<file path="src/rtl/mdu_pkg.sv">
// Shared types and opcode helpers for the iterative RV32M multiply/divide unit.
package mdu_pkg;

  localparam int unsigned MduXlen = 32;

  typedef enum logic [2:0] {
    OpMul    = 3'd0,
    OpMulh   = 3'd1,
    OpMulhsu = 3'd2,
    OpMulhu  = 3'd3,
    OpDiv    = 3'd4,
    OpDivu   = 3'd5,
    OpRem    = 3'd6,
    OpRemu   = 3'd7
  } mduop_t;

  typedef enum logic [1:0] {
    StIdle = 2'd0,
    StCalc = 2'd1,
    StDone = 2'd2
  } mdu_state_t;

  typedef struct packed {
    mduop_t               mduop;
    logic [MduXlen-1:0]   opr_a;
    logic [MduXlen-1:0]   opr_b;
    logic [4:0]           rd;
  } mdu_in_t;

  function automatic logic is_div(mduop_t op);
    return op inside {OpDiv, OpDivu, OpRem, OpRemu};
  endfunction

  function automatic logic is_signed_a(mduop_t op);
    return op inside {OpMul, OpMulh, OpMulhsu, OpDiv, OpRem};
  endfunction

  function automatic logic is_signed_b(mduop_t op);
    return op inside {OpMul, OpMulh, OpDiv, OpRem};
  endfunction

endpackage

</file>
<file path="src/rtl/ex_mdu_iter_if.sv">
// Request/response handshake bundle between the EX stage and the multiply/divide unit.
interface ex_mdu_iter_if
  import mdu_pkg::*;
#(
  parameter int unsigned XLEN = 32
) ();

  logic            in_valid;
  logic            in_ready;
  mduop_t          mduop;
  logic [XLEN-1:0] opr_a;
  logic [XLEN-1:0] opr_b;
  logic [4:0]      rd;
  logic            out_valid;
  logic            out_ready;
  logic [XLEN-1:0] res;
  logic [4:0]      out_rd;
  logic            busy;

  modport master (
    output in_valid, mduop, opr_a, opr_b, rd, out_ready,
    input  in_ready, out_valid, res, out_rd, busy
  );

  modport slave (
    input  in_valid, mduop, opr_a, opr_b, rd, out_ready,
    output in_ready, out_valid, res, out_rd, busy
  );

endinterface

</file>
<file path="src/rtl/mdu_iter_step.sv">
// One iteration: shift-add multiply step or restoring-divide step on a 2*XLEN register.
module mdu_iter_step #(
  parameter int unsigned XLEN = 32
) (
  input  logic              is_div,
  input  logic [2*XLEN-1:0] acc,
  input  logic [XLEN-1:0]   opd,
  output logic [2*XLEN-1:0] acc_nx
);

  logic [XLEN:0] sum;
  logic [XLEN:0] rem_sh;
  logic [XLEN:0] diff;

  always_comb begin
    sum    = {1'b0, acc[2*XLEN-1:XLEN]} + {1'b0, (acc[0] ? opd : '0)};
    rem_sh = {acc[2*XLEN-1:XLEN], acc[XLEN-1]};
    diff   = rem_sh - {1'b0, opd};
    if (is_div) begin
      // Borrow means the shifted remainder is below the divisor: keep it, quotient bit 0.
      if (diff[XLEN]) acc_nx = {acc[2*XLEN-2:0], 1'b0};
      else            acc_nx = {diff[XLEN-1:0], acc[XLEN-2:0], 1'b1};
    end else begin
      acc_nx = {sum, acc[XLEN-1:1]};
    end
  end

endmodule

</file>
<file path="src/rtl/ex_mdu_iter.sv">
// Iterative RV32M multiply/divide unit; MDU_ZERO_BYPASS_EN enables the zero-operand fast path.
module ex_mdu_iter
  import mdu_pkg::*;
#(
  parameter int unsigned XLEN   = 32,
  parameter int unsigned UNROLL = 1
) (
  input  logic clk,
  input  logic rst,
  input  logic flush,
  ex_mdu_iter_if.slave bus
);

  localparam int unsigned Iters = XLEN / UNROLL;
  localparam int unsigned CntW  = (Iters > 1) ? $clog2(Iters) : 1;
  localparam logic [XLEN-1:0] MinVal = {1'b1, {(XLEN-1){1'b0}}};

  if (UNROLL == 0 || (XLEN % UNROLL) != 0) begin : g_bad_unroll
    $error("UNROLL must divide XLEN");
  end

  mdu_state_t        state_q, state_d;
  mduop_t            op_q;
  logic [4:0]        rd_q;
  logic              neg_q;
  logic [CntW-1:0]   cnt_q;
  logic [2*XLEN-1:0] acc_q;
  logic [XLEN-1:0]   opd_q;
  logic [XLEN-1:0]   res_q;

  logic              accept, div_in, sign_a, sign_b, neg_in, fast;
  logic [XLEN-1:0]   a_abs, b_abs, fast_res, fix_res, quo, rem;
  logic [2*XLEN-1:0] acc_fin, prod;
  logic [2*XLEN-1:0] chain [UNROLL+1];

  assign accept = (state_q == StIdle) && bus.in_valid && !flush;
  assign div_in = is_div(bus.mduop);
  assign sign_a = is_signed_a(bus.mduop) & bus.opr_a[XLEN-1];
  assign sign_b = is_signed_b(bus.mduop) & bus.opr_b[XLEN-1];
  assign a_abs  = sign_a ? ('0 - bus.opr_a) : bus.opr_a;
  assign b_abs  = sign_b ? ('0 - bus.opr_b) : bus.opr_b;
  // Remainder takes the dividend's sign; every other result takes the product/quotient sign.
  assign neg_in = (bus.mduop inside {OpRem, OpRemu}) ? sign_a : (sign_a ^ sign_b);

  always_comb begin
    fast     = 1'b0;
    fast_res = '0;
    if (div_in) begin
      if (bus.opr_b == '0) begin
        fast     = 1'b1;
        fast_res = (bus.mduop inside {OpDiv, OpDivu}) ? '1 : bus.opr_a;
      end else if ((bus.mduop inside {OpDiv, OpRem}) && bus.opr_a == MinVal
                   && bus.opr_b == '1) begin
        fast     = 1'b1;
        fast_res = (bus.mduop == OpDiv) ? bus.opr_a : '0;
      end
`ifdef MDU_ZERO_BYPASS_EN
      else if (bus.opr_a == '0) begin
        fast = 1'b1;
      end
`endif
    end
`ifdef MDU_ZERO_BYPASS_EN
    else if (bus.opr_a == '0 || bus.opr_b == '0) begin
      fast = 1'b1;
    end
`endif
  end

  assign chain[0] = acc_q;
  for (genvar i = 0; i < UNROLL; i++) begin : g_step
    mdu_iter_step #(
      .XLEN(XLEN)
    ) u_step (
      .is_div (is_div(op_q)),
      .acc    (chain[i]),
      .opd    (opd_q),
      .acc_nx (chain[i+1])
    );
  end

  always_comb begin
    acc_fin = chain[UNROLL];
    prod    = neg_q ? ('0 - acc_fin) : acc_fin;
    quo     = acc_fin[XLEN-1:0];
    rem     = acc_fin[2*XLEN-1:XLEN];
    unique case (op_q)
      OpMul:                     fix_res = prod[XLEN-1:0];
      OpMulh, OpMulhsu, OpMulhu: fix_res = prod[2*XLEN-1:XLEN];
      OpDiv, OpDivu:             fix_res = neg_q ? ('0 - quo) : quo;
      default:                   fix_res = neg_q ? ('0 - rem) : rem;
    endcase
  end

  always_comb begin
    state_d = state_q;
    unique case (state_q)
      StIdle:  if (accept) state_d = fast ? StDone : StCalc;
      StCalc:  if (cnt_q == '0) state_d = StDone;
      StDone:  if (bus.out_ready) state_d = StIdle;
      default: state_d = StIdle;
    endcase
    if (flush) state_d = StIdle;
  end

  always_ff @(posedge clk) begin
    if (rst) state_q <= StIdle;
    else     state_q <= state_d;
  end

  always_ff @(posedge clk) begin
    if (rst) begin
      op_q  <= OpMul;
      rd_q  <= '0;
      neg_q <= 1'b0;
      cnt_q <= '0;
      acc_q <= '0;
      opd_q <= '0;
      res_q <= '0;
    end else if (flush) begin
      acc_q <= '0;
      cnt_q <= '0;
    end else if (accept) begin
      op_q  <= bus.mduop;
      rd_q  <= bus.rd;
      neg_q <= neg_in;
      cnt_q <= CntW'(Iters - 1);
      acc_q <= {{XLEN{1'b0}}, (div_in ? a_abs : b_abs)};
      opd_q <= div_in ? b_abs : a_abs;
      if (fast) res_q <= fast_res;
    end else if (state_q == StCalc) begin
      acc_q <= chain[UNROLL];
      if (cnt_q == '0) res_q <= fix_res;
      else             cnt_q <= cnt_q - CntW'(1);
    end
  end

  assign bus.in_ready  = (state_q == StIdle);
  assign bus.busy      = (state_q != StIdle);
  assign bus.out_valid = (state_q == StDone);
  assign bus.res       = res_q;
  assign bus.out_rd    = rd_q;

endmodule

</file>
<file path="src/flat_wrapper.sv">
// flat-port wrapper written by rule: the top's interface ports become plain ports
module ex_mdu_iter_flat import mdu_pkg::*;
#(
  parameter int unsigned XLEN   = 32,
  parameter int unsigned UNROLL = 1
)
  (clk, rst, flush, bus_in_valid, bus_mduop, bus_opr_a, bus_opr_b, bus_rd, bus_out_ready, bus_in_ready, bus_out_valid, bus_res, bus_out_rd, bus_busy);
  ex_mdu_iter_if #(.XLEN(XLEN)) bus_i ();
  input  logic clk;
  input  logic rst;
  input  logic flush;
  input wire logic [$bits(bus_i.in_valid)-1:0] bus_in_valid;
  input wire logic [$bits(bus_i.mduop)-1:0] bus_mduop;
  input wire logic [$bits(bus_i.opr_a)-1:0] bus_opr_a;
  input wire logic [$bits(bus_i.opr_b)-1:0] bus_opr_b;
  input wire logic [$bits(bus_i.rd)-1:0] bus_rd;
  input wire logic [$bits(bus_i.out_ready)-1:0] bus_out_ready;
  output wire logic [$bits(bus_i.in_ready)-1:0] bus_in_ready;
  output wire logic [$bits(bus_i.out_valid)-1:0] bus_out_valid;
  output wire logic [$bits(bus_i.res)-1:0] bus_res;
  output wire logic [$bits(bus_i.out_rd)-1:0] bus_out_rd;
  output wire logic [$bits(bus_i.busy)-1:0] bus_busy;
  assign bus_i.in_valid = bus_in_valid;
  assign bus_i.mduop = bus_mduop;
  assign bus_i.opr_a = bus_opr_a;
  assign bus_i.opr_b = bus_opr_b;
  assign bus_i.rd = bus_rd;
  assign bus_i.out_ready = bus_out_ready;
  assign bus_in_ready = bus_i.in_ready;
  assign bus_out_valid = bus_i.out_valid;
  assign bus_res = bus_i.res;
  assign bus_out_rd = bus_i.out_rd;
  assign bus_busy = bus_i.busy;
  ex_mdu_iter #(.XLEN(XLEN), .UNROLL(UNROLL)) u_core (.clk(clk), .rst(rst), .flush(flush), .bus(bus_i));
endmodule
</file>
<file path="config.mk">
export PLATFORM = sky130hd
export DESIGN_NAME = ex_mdu_iter_flat
export DESIGN_NICKNAME = d
export VERILOG_FILES = /design/src/rtl/mdu_pkg.sv /design/src/rtl/ex_mdu_iter_if.sv /design/src/rtl/mdu_iter_step.sv /design/src/rtl/ex_mdu_iter.sv /design/src/flat_wrapper.sv
export SDC_FILE = /design/constraint.sdc
export NUM_CORES = 1
export LEC_CHECK = 0
export CELL_PAD_IN_SITES_DETAIL_PLACEMENT = 1
export CELL_PAD_IN_SITES_GLOBAL_PLACEMENT = 1
export CORE_ASPECT_RATIO = 0.75
export CORE_MARGIN = 2
export CORE_UTILIZATION = 35
export DETAILED_ROUTE_END_ITERATION = 7
export GPL_ROUTABILITY_DRIVEN = 0
export GPL_TIMING_DRIVEN = 0
export PLACE_DENSITY = 0.71
export SYNTH_ARGS = -nofsm -noshare
export SYNTH_HDL_FRONTEND = slang
export SYNTH_HIERARCHICAL = 1
export SYNTH_SLANG_ARGS = --single-unit
</file>
<file path="constraint.sdc">
create_clock -name clk -period 5.4 [get_ports clk]
set_input_delay 0.54 -clock clk [delete_from_list [all_inputs] [get_ports clk]]
set_output_delay 0.54 -clock clk [all_outputs]
set_load 0.01 [all_outputs]
</file>
==> summary.md <==
| Metric | Value |
|---|---|
| Status | `finished clean` |
| Simple-Gate Fraction of Synth Area | `~24%` |
| Multiplexer share of the synthesized area | `around 7.0%` |
| DR WL/cell | `approximately 28 um` |
| Die Ht | `roughly 190 um` |
| Slew Viols, Final | `0` |
| First-pass GRT wire length | `~120 mm` |
| Number of diodes | `0` |
| Cts hold-fix bufs | `0` |
| Synth top area cells | `dfxtp_1 19%, nand2_1 7.8%, a21oi_1 6.1%, ha_1 5.7%, xnor2_1 5.1%` |
| Core Util, Final | `between 40 and 50%` |
| Crit. End Element | `flip-flop` |
| Worst skew pair latency | `about 0.46 ns` |
| Cell accounting for the most synthesized area | `dfxtp_1` |
| Overall Global Routing Usage | `between 30% and 40%` |
| CTS Sinks | `about 140` |
| Post-synth EDFFs | `0` |
| CTS Buf Count | `17` |
| Initial Util | `between 30 and 40%` |
| Pin count of the biggest net entering global routing | `17` |
| Root Buffer Master | `clkbuf_16` |
| Pleak | `around 6.9 nW` |
| Vias per std cell | `roughly 6.5` |
| Top-area cell type share of the netlist area | `a little under a fifth` |
| Min-Delay Path Class | `reg -> reg` |
| Largest family of logic cells by synthesized area | `compound AO/OA/AOI/OAI gates` |
| Port Buffers | `between 100 and 150` |
| Synth top cells by count | `320 x nand2_1, 189 x a21oi_1, 175 x nor2_1, 144 x dfxtp_1, 113 x clkbuf_1` |
| Vias in the first global route | `approximately 18k` |
| Area delta synth->final | `24.1%` |
| Worst slew margin | `between 10 and 15%` |
| Total of max-cap violations | `0` |
| Place WS | `-1.06 ns` |
| Ys async rst share | `0%` |
| Count of non-filler cells in the finished layout | `about 2.9k` |
| Post-DRT Antenna Nets | `0` |
| Site Rows | `66` |
| Mean Syn Cell Area | `7.22 um2` |
| CP max FO | `10` |
| Clk pin slew, worst setup/hold paths | `0.07 ns` |
| Fin crit share | `about 100%` |
| Final WS setup | `~0.008 ns` |
| Setup CP Type | `reg -> reg` |
| Syn_nets | `approximately 2.3k` |
| DR pass1 iterations | `7` |
| Data arrival time of the critical path | `around 5.7 ns` |
| RSZ-0062 raised after global routing | `true` |
| Critical Path RT | `about 5.7 ns` |
| Cell Pwr Density | `just over 200 nW/um2` |
| Via count | `around 19k` |
| Die Footprint | `46000 um2` |
| Residual DRC | `0` |
| FF+latch count, synth | `roughly 140` |
| Final setup vio count | `0` |
| R2R depth | `19` |
| Post-synthesis compound-gate area fraction | `between 20 and 30%` |
| Synth Cell Area | `15500 um2` |
| Worst slew pin tran | `around 1.3 ns` |
| Crit-path cells | `ha_4 -> fa_2 -> nand2b_4 -> a21oi_4 -> o21ai_4 -> o21ai_4 -> a31oi_4 -> a21oi_4 -> xor2_4 -> mux2i_1 -> mux2_4 -> or4_4 -> or3_1 -> buf_4 -> o41ai_4 -> xor2_2 -> o22ai_2 -> a211oi_2 -> a211oi_1` |
| CTS Buffer Depth | `2` |
| FMAX | `about 190 MHz` |
| Final min period | `about 5.4 ns` |
| Max VDD drop | `0.266 mV` |
| Layout cells sized above 1 | `14.7%` |
| Total grt overflow | `0` |
| Adder-cell share of the synthesized area | `under 10%` |
| Synth unique cells | `between 100 and 150` |
| Nets | `roughly 2.5k` |
| Skew final | `0.0131 ns` |
| Top_reg_cell synth | `dfxtp_1` |
| Hold Vio Cnt, Final | `0` |
| Total wire length | `slightly above 80 mm` |
| Mapped Cells | `roughly 2.1k` |
| Initial drt markers | `around 2k` |
| Core area | `about 44000 um2` |
| TritonCTS clock tree | `built` |
| Sequential-to-total area share from yosys stat | `about a fifth` |
| IO Count | `117` |
| Yosys warnings | `6` |
| XOR/XNOR Fraction of Synth Area | `under 10%` |
| Chip Width | `~250 um` |
| Critical path's largest stage delay | `between 0.5 and 0.6 ns` |
| Dpl cells | `2841` |
| Slowest cell on the critical path | `or4_4` |
| CTS H-Tree Depth | `4` |
| Top-count cell post-synth | `nand2_1` |
| Antenna violations before repair | `0` |
| HPWL Detailed | `around 63 mm` |
| Hold Path Depth | `2` |
| Startpoint types | `flip-flop` |
[kinds of logic (layout without fill, tap and decap cells)]
kind of cell	count (synthesis)	count (layout)
and+or+nand+nor	789	789
AOI/OAI and AO/OA	642	642
xor gates and xnor gates	173	173
DFF	144	144
buffers and inverters	221	405
muxes	105	105
adders and majority gates	73	73
[registers in the layout, summed over array words and instances (netlist names)]
signal and count:
u_core/acc_q 64, u_core/bus.out_rd 5, u_core/bus.res 32, u_core/cnt_q 5
u_core/neg_q 1, u_core/op_q 3, u_core/opd_q 32, u_core/state_q 2
[layer usage]
metal,share of wire [%],vias to the layer above,global-route usage [%]
met2,41,1062,47.9
met4,3.1,0,10.2
met5,0,-,0
met3,12,156,10.4
met1,44,9365,48.3
li1,-,8184,-
[final timing paths]
path                                      startpoint                    to  slack (ns)
worst min register to register  u_core/bus.out_rd[1]  u_core/bus.out_rd[1]        0.46
worst max register to register       u_core/opd_q[0]    u_core/bus.res[31]       0.008
worst max-delay path                 u_core/opd_q[0]    u_core/bus.res[31]       0.008
worst min-delay path            u_core/bus.out_rd[1]  u_core/bus.out_rd[1]        0.46
[stage by stage]
step           cell area (um2)  TNS, ns  power [mW]  hold slack [ns]
2_1_floorplan            15500        0        1.96            0.440
3_3_place_gp             17400   -20.38        2.45            0.445
3_5_place_dp             17400   -20.35        2.48            0.454
4_1_cts                  18700        0        3.82            0.464
5_1_grt                  19200   -0.282        4.08            0.482
6_report                 19200        0        3.97            0.463
[cells in the final DEF (no fill, tap or decap), types with 29 or more instances in the layout]
master / count
nand2_1: 317
a21oi_1: 175
nor2_1: 174
dfxtp_1: 131
clkdlybuf4s50_1: 114
xnor2_1: 90
clkbuf_1: 88
o21ai_0: 86
xor2_1: 79
mux2i_1: 69
inv_1: 61
ha_1: 55
buf_4: 54
a31oi_1: 42
and2_1: 40
nand3_1: 38
mux2_2: 31
a311oi_1: 29
[area by class of cell]
class	count	area, um2
flip-flops and latches	144	2900
plain buffers	147	733
fillers	5374	24300
well taps	578	723
multi-input cells	1782	12500
repair buffers	160	1520
clock inverters	13	150
clock buffers	18	439
inverters	67	251
[worst max-delay path, delay by kind of cell, from the launching register on]
| kind | cells | cell delay, ns |
|---|---|---|
| AND/OR/NAND/NOR | 3 | 1.13 |
| AO/OA/AOI/OAI | 9 | 1.89 |
| multiplexers | 2 | 0.45 |
| XOR/XNOR | 2 | 0.59 |
| adder cells (fa/ha/maj) | 2 | 0.59 |
| flip-flops | 1 | 0.37 |
| buffers and inverters | 1 | 0.22 |
[what timing repair did]
item                       CTS  global route
pin swaps                   21            25
buffers inserted            24            19
cloned                       0             1
resized for setup          112           119
setup endpoints to repair   32            31
[power by group]
group	internal (mW)	switching, mW
clock	0.699	0.565
combinational	0.558	1.01
sequential	1.10	0.0397
total	2.35	1.62
Note: power is estimated with default switching activity, not from simulation.
